===== src/rtl/pipe_stage_reg.sv =====
// pipe_stage_reg: parametrised pipeline boundary register.
// LANES independent write channels, each with its own write enable and
// DATA_W payload, plus a stage valid bit, flush, bubble insertion driven
// from a shared stall vector, and saturating bubble/flush event counters.

// One write channel: its enable and payload registers.
module pipe_stage_lane #(
    parameter int DATA_W     = 32,
    parameter bit CLEAR_DATA = 1'b1
) (
    input  logic              clk,
    input  logic              rst,
    input  logic              adv_i,   // load the upstream value
    input  logic              kill_i,  // flush or bubble this edge
    input  logic              we_i,    // already masked by in_valid
    input  logic [DATA_W-1:0] data_i,
    output logic              we_o,
    output logic [DATA_W-1:0] data_o
);
    logic              we_q,   we_d;
    logic [DATA_W-1:0] data_q, data_d;

    // Next state: kill beats advance; neither means hold.
    always_comb begin
        we_d   = we_q;
        data_d = data_q;
        if (kill_i) begin
            we_d = 1'b0;
            if (CLEAR_DATA) data_d = '0;
        end else if (adv_i) begin
            we_d   = we_i;
            data_d = data_i;
        end
    end

    // Lane state registers, cleared asynchronously.
    always_ff @(posedge clk or posedge rst) begin
        if (rst) begin
            we_q   <= 1'b0;
            data_q <= '0;
        end else begin
            we_q   <= we_d;
            data_q <= data_d;
        end
    end

    assign we_o   = we_q;
    assign data_o = data_q;
endmodule

module pipe_stage_reg #(
    parameter int LANES      = 4,
    parameter int DATA_W     = 32,
    parameter int STALL_W    = 6,
    parameter int STAGE_IDX  = 4,
    parameter bit CLEAR_DATA = 1'b1,
    parameter int CNT_W      = 16
) (
    input  logic                    clk,
    input  logic                    rst,
    input  logic [STALL_W-1:0]      stall,
    input  logic                    flush,
    input  logic                    cnt_clr,
    input  logic                    in_valid,
    input  logic [LANES-1:0]        in_we,
    input  logic [LANES*DATA_W-1:0] in_data,
    output logic                    out_valid,
    output logic [LANES-1:0]        out_we,
    output logic [LANES*DATA_W-1:0] out_data,
    output logic [CNT_W-1:0]        bubble_cnt,
    output logic [CNT_W-1:0]        flush_cnt
);
    if (STAGE_IDX < 0 || STAGE_IDX > STALL_W - 2) begin : g_bad_idx
        $error("pipe_stage_reg: STAGE_IDX must lie in 0..STALL_W-2");
    end

    logic s_me, s_nx;
    logic flush_ev, bubble_ev, adv, kill;
    logic stall_unused;

    assign s_me = stall[STAGE_IDX];
    assign s_nx = stall[STAGE_IDX+1];
    // Only two bits of the shared vector belong to this stage.
    assign stall_unused = ^stall;

    // Strict priority: flush, then bubble, then hold, then advance.
    assign flush_ev  = flush;
    assign bubble_ev = !flush && s_me && !s_nx;
    assign adv       = !flush && !s_me;
    assign kill      = flush_ev || bubble_ev;

    logic             valid_q,  valid_d;
    logic [CNT_W-1:0] bub_q,    bub_d;
    logic [CNT_W-1:0] flsh_q,   flsh_d;
    logic [LANES-1:0] lane_we;

    // Valid bit next state: cleared on kill, loaded on advance, else held.
    always_comb begin
        valid_d = valid_q;
        if (kill)     valid_d = 1'b0;
        else if (adv) valid_d = in_valid;
    end

    // Saturating event counters; a clear drops any same-cycle event.
    always_comb begin
        bub_d  = bub_q;
        flsh_d = flsh_q;
        if (cnt_clr) begin
            bub_d  = '0;
            flsh_d = '0;
        end else begin
            if (bubble_ev && bub_q  != '1) bub_d  = bub_q  + 1'b1;
            if (flush_ev  && flsh_q != '1) flsh_d = flsh_q + 1'b1;
        end
    end

    // Stage-level state registers, cleared asynchronously.
    always_ff @(posedge clk or posedge rst) begin
        if (rst) begin
            valid_q <= 1'b0;
            bub_q   <= '0;
            flsh_q  <= '0;
        end else begin
            valid_q <= valid_d;
            bub_q   <= bub_d;
            flsh_q  <= flsh_d;
        end
    end

    for (genvar k = 0; k < LANES; k++) begin : g_lane
        pipe_stage_lane #(
            .DATA_W     (DATA_W),
            .CLEAR_DATA (CLEAR_DATA)
        ) u_lane (
            .clk    (clk),
            .rst    (rst),
            .adv_i  (adv),
            .kill_i (kill),
            .we_i   (in_we[k] & in_valid),
            .data_i (in_data[k*DATA_W +: DATA_W]),
            .we_o   (lane_we[k]),
            .data_o (out_data[k*DATA_W +: DATA_W])
        );
    end

    // Enables are gated by valid again so a dead stage can never write.
    assign out_valid  = valid_q;
    assign out_we     = lane_we & {LANES{valid_q}};
    assign bubble_cnt = bub_q;
    assign flush_cnt  = flsh_q;

    a_we_needs_valid: assert property (@(posedge clk) disable iff (rst)
        (|out_we) |-> out_valid);
    // Own-stage running while downstream stalls is a malformed vector.
    a_stall_wellformed: assert property (@(posedge clk) disable iff (rst)
        !(!s_me && s_nx));
endmodule

===== config.mk =====
export PLATFORM = sky130hd
export DESIGN_NAME = pipe_stage_reg
export DESIGN_NICKNAME = d
export VERILOG_FILES = /design/src/rtl/pipe_stage_reg.sv
export SDC_FILE = /design/constraint.sdc
export NUM_CORES = 1
export LEC_CHECK = 0
export CELL_PAD_IN_SITES_DETAIL_PLACEMENT = 1
export CELL_PAD_IN_SITES_GLOBAL_PLACEMENT = 1
export CORE_AREA = 2 2 143 145
export DETAILED_ROUTE_END_ITERATION = 8
export DIE_AREA = 0 0 145 147
export PLACE_DENSITY = 0.88
export RECOVER_POWER = 25
export SLEW_MARGIN = 10
export SYNTH_ARGS = -nofsm -noshare
export SYNTH_HDL_FRONTEND = slang
export SYNTH_SLANG_ARGS = --single-unit

===== constraint.sdc =====
create_clock -name clk -period 14 [get_ports clk]
set_input_delay 1.4 -clock clk [delete_from_list [all_inputs] [get_ports clk]]
set_output_delay 1.4 -clock clk [all_outputs]
set_load 0.02 [all_outputs]

# --- Word-level counts from Yosys, hierarchy flattened ---
# Index checks and enable logic that the tools add are counted.
totals:
  reg_bits: 165
  latch_bits: 0
  memories: 0
  in_bits: 143
  mem_bits_rw: 0
  mem_bits_ro: 0
  output_inout_bits: 165
  word_cells: 54
op_classes:
  multipliers: 0
  n_bitwise: 5
  shifts: 0
  reduce_logical: 12
  n_lt_le_gt_ge: 0
  eq_ne: 2
  add_sub_neg: 2
  mux: 22
  div_mod_pow: 0
ops:
  columns: ["operator", "n"]
  rows:
  - ["two-way mux 32 bit", 8]
  - ["two-way mux 16 bit", 4]
  - ["adder 16 x 1 -> 16 bit (second input constant)", 2]
  - ["!= test 16 bit (second input constant)", 2]
  - ["two-way mux 1 bit", 10]
  - ["nonzero test 2 bit", 3]
  - ["logical AND 1 bit", 5]
  - ["AND 1 bit", 4]
  - ["AND 4 bit", 1]
  - ["logical NOT 1 bit", 3]
  - ["logical OR 1 bit", 1]

# --- Longest topological paths before layout ---
depth:
  ltp_word: 6
  depth_mapped: 6
  mapped_depth_nobuf: 5

# --- Modules after synthesis ---
# A second synthesis with hierarchy kept.
unflattened:
  cells_unflattened: 643
  hier_area_um2: 7484.7
by_module_without_submodules:
  columns: ["module", "instances", "area_per_inst_um2", "cells_each"]
  rows:
  - ["pipe_stage_lane", 4, 1371.3, 108]
  - ["pipe_stage_reg", 1, 1999.4, 211]

# --- Worst setup path before layout ---
# OpenSTA, ideal clock, no wires.
synth_timing:
  path_type: "input -> register"
  start: "input port flush"
  end: "register bub_q[9] (netlist: bubble_cnt[9])"
  setup_time_ps: 125
  path_stages: 4
  path_buffers: 0
  arrival_time_ps: 2512
  path_slack_ps: 11363
  cell_sequence: "nor3b_2 > nand3_1 > a2111oi_0 > mux2_2"
synth_via:
  elab_chain_cells: 5
synth_rtl:
  columns: ["element", "line", "rtl"]
  rows:
  - ["start: declaration", "62", "input logic flush,"]
  - ["logical NOT 1 bit", "88", "assign bubble_ev = !flush && s_me && !s_nx;"]
  - ["logical AND 1 bit (2 in series)", "88", null]
  - ["logical AND 1 bit", "112", "if (bubble_ev && bub_q != '1) bub_d = bub_q + 1'b1;"]
  - ["nonzero test 2 bit (no source line)", null, null]
  - ["end signal: assignment", "125", "bub_q <= bub_d;"]
  - ["end: declaration", "93", "logic [CNT_W-1:0] bub_q, bub_d;"]
# Every way passes these cells.
# A chain may end at the register's enable or synchronous reset.

==> flow_summary.toml <==
[route]
vias = 5644
routed_via_density = 5.22
initialDrtViolationCount = 321
dr_wl_met2_um = 12100
met3_wirelength_um = 1300
first_pass_iters = 6
met1_length_um = 9740
finalWirelength_um = 24000
ant_nets = 0
top_layer = "met4"
drc = 0
wl_per_cell_um = 22.2

[synthesis]
yosys_most_used_dff = "dfrtp_1"
syn_inst = 509
synthArstFlopShare_pct = 100
synth_edf_count = 0
yosys.area.top_type = "dfrtp_1"
ys_warn_count = 0
post_synth.cell_area_avg_um2 = 13.0
synth_nets = 654
ys_ff_latch = 165
synth_cell_types = 51
synthTopCellsByArea = "dfrtp_1 (63%), a22o_1 (17%), clkbuf_1 (1.5%), a21oi_1 (1.4%), nor4_4 (0.97%)"
netlist.area_leader.share_pct = 62.5
synth_area_mm2 = 0.00661
yosysSeqAreaShare_pct = 62.5

[finish]
final_area_mm2 = 0.0105
area_growth_pct = 58.6
num-nets-final = 942
fin_cells = 1081
nFillCells = 2046
drive_gt1_share_pct = 6.42

[cts]
postCtsSetupRepairBufs = 0
clockBufferDepth = 2
numCtsBuffers = 17
htreeDepth = 4
root_buffer = "clkbuf_16"
cts_resized = 0
clock_latency_ns = 0.43
cts_tree = "built"
cts.sinks = 165
clkTransAtPathRegs_ns = 0.07
ctsHoldBuffers = 0

[power_and_ir_drop]
power-per-cell-area_mw_per_mm2 = 110
ir_drop_uv = 67.6
p_leak_nw = 4.63

[placed_design]
port_buffers = 303
gp_congestion = 0.816
hpwlAfterDp_um = 16900
dp_slack_ns = 9.62
place_area_mm2 = 0.00987
placedCellCount = 1048

[critical_path]
path_max_fanout = 86
required_ns = 14.41
end_kind = "asynchronous set/reset pin"
critPathMaxStageDelay_ns = 2.17
critPathBufInv = 3
crit_family = "buffers and inverters"
start_kind = "primary input"
path_cells = "dlygate4sd3_1 -> clkinvlp_2 -> buf_4"
worstPathArrival_ns = 5.31
cp_slowest_cell = "clkinvlp_2"
critPathKind = "in2async"

[global_route]
grt_pass1_vias = 6132
grt_overflow_total = 0
grt_pass1_wl_um = 37100
antenna_found_initial = 1
grt_start_max_net_pins = 94
track_usage_pct = 22.5

[sta]
rsz0062_at_grt = "false"
tightest_slew_ns = 3.93
period_needed_ns = 4.90
period_share_pct = 35.0
clock.fmax_mhz = 204
skew_ns = 0.0128
relSlewSlack_pct = -163
layout_setup_ws_ns = 9.10
finalSetupViolCount = 0
fin_setup_tns_ns = 0
final_max_slew_viol_count = 124
hold_viol = 0

[worst_hold_path]
hold_class = "reg2reg"

[outcome]
failed_checks = "max-capacitance violations, max-slew violations"
outcome = "finished with violations"

[die]
start_util_pct = 33.3
die_y_um = 147
io_pins = 308
die_x_um = 145
rows = 52
die-area_mm2 = 0.0213
coreArea_mm2 = 0.0198

[flow_run]
maxCapViolations = 2
[kinds of logic (layout without fill, tap and decap cells)]
kind of cell,count (synthesis),in the layout,synth area share (%)
AO/OA/AOI/OAI,181,181,22.4
XOR/XNOR,3,3,0.398
adder cells (fa/ha/maj),2,2,0.379
buffers and inverters,45,346,2.77
flip-flops,165,165,62.5
multiplexers,8,8,1.29
other,0,1,0
AND/OR/NAND/NOR,105,105,10.3
[through the flow]
stage,util [%],power (mW),hold WS [ns]
floorplan,-,0.579,0.458
global placement,49.7,0.672,0.467
detailed placement,49.7,0.677,0.484
CTS,52.8,1.17,0.510
global route,52.8,1.20,0.515
finish,52.8,1.15,0.498
[per-layer routing]
layer  track usage, %  up-vias
met4             9.60        0
met2             38.1      201
li1                 -     2536
met1             27.3     2863
met5                0        -
met3             5.71       44
[final timing paths]
check / end / depth (start not counted) / startpoint / slack, ns
setup reg to reg: flush_cnt[1]$_DFFE_PP0P_ / 5 / flush_cnt[0]$_DFFE_PP0P_ / 11.71
hold reg to reg: g_lane[1].u_lane.data_o[9]$_DFFE_PP0P_ / 1 / g_lane[1].u_lane.data_o[9]$_DFFE_PP0P_ / 0.50
setup / recovery: g_lane[3].u_lane.data_o[17]$_DFFE_PP0P_ / 3 / rst / 9.10
hold / removal: g_lane[1].u_lane.data_o[9]$_DFFE_PP0P_ / 1 / g_lane[1].u_lane.data_o[9]$_DFFE_PP0P_ / 0.50
max in group clk: flush_cnt[1]$_DFFE_PP0P_ / 6 / cnt_clr / 9.95
min in group asynchronous: bubble_cnt[14]$_DFFE_PP0P_ / 2 / rst / 2.59
[synthesized netlist by cell type, drive strengths merged (2+ instances only)]
library cell	number
dfrtp	165
a22o	129
clkbuf	27
a21oi	19
nand2	16
nor2	16
buf	11
nand4	11
nand3	10
or3	9
and2	7
and3	7
inv	7
o21ai	7
nor2b	6
and4	5
nor3	5
a32o	4
mux2	4
mux2i	4
nor4	4
o211ai	4
o41ai	3
or4	3
a211o	2
a211oi	2
a31oi	2
ha	2
o31ai	2
xor2	2
[where the power goes]
part	internal [mW]	total (mW)	switching, mW
clock	0.262	0.488	0.226
combinational	0.0811	0.156	0.0749
sequential	0.496	0.511	0.0145
[area by class of cell]
cell class	instances	area [um^2]	area share (%)
Antenna cell	1	2.50	0.0239
Clock buffer	18	439	4.19
Clock inverter	14	178	1.70
Inverter	7	27.5	0.263
Multi-Input combinational cell	299	2310	22.0
Sequential cell	165	4130	39.4
Tap cell	270	338	3.22
Timing Repair Buffer	307	3060	29.2
[placed cells by master, fill, tap and decap left out, drive strengths merged, types with 3 or more instances in the layout]
cell type | netlist | routed
clkdlybuf4s50 | 0 | 273
dfrtp | 165 | 165
a22o | 129 | 129
dlygate4sd3 | 0 | 30
a21oi | 19 | 19
clkbuf | 27 | 19
nand2 | 16 | 16
nor2 | 16 | 16
inv | 7 | 14
nand4 | 11 | 11
nand3 | 10 | 10
or3 | 9 | 9
and2 | 7 | 7
o21ai | 7 | 7
and3 | 7 | 7
nor2b | 6 | 6
nor3 | 5 | 5
and4 | 5 | 5
mux2i | 4 | 4
o211ai | 4 | 4
a32o | 4 | 4
mux2 | 4 | 4
nor4 | 4 | 4
clkinv | 0 | 4
or4 | 3 | 3
o41ai | 3 | 3
buf | 11 | 3
[flip-flops by register name, indices dropped and copies added (netlist names)]
name and count:
bubble_cnt 16, flush_cnt 16, g_lane.u_lane.data_o 128, g_lane.u_lane.we_o 4, out_valid 1
Power figures use the tool's default switching activity.
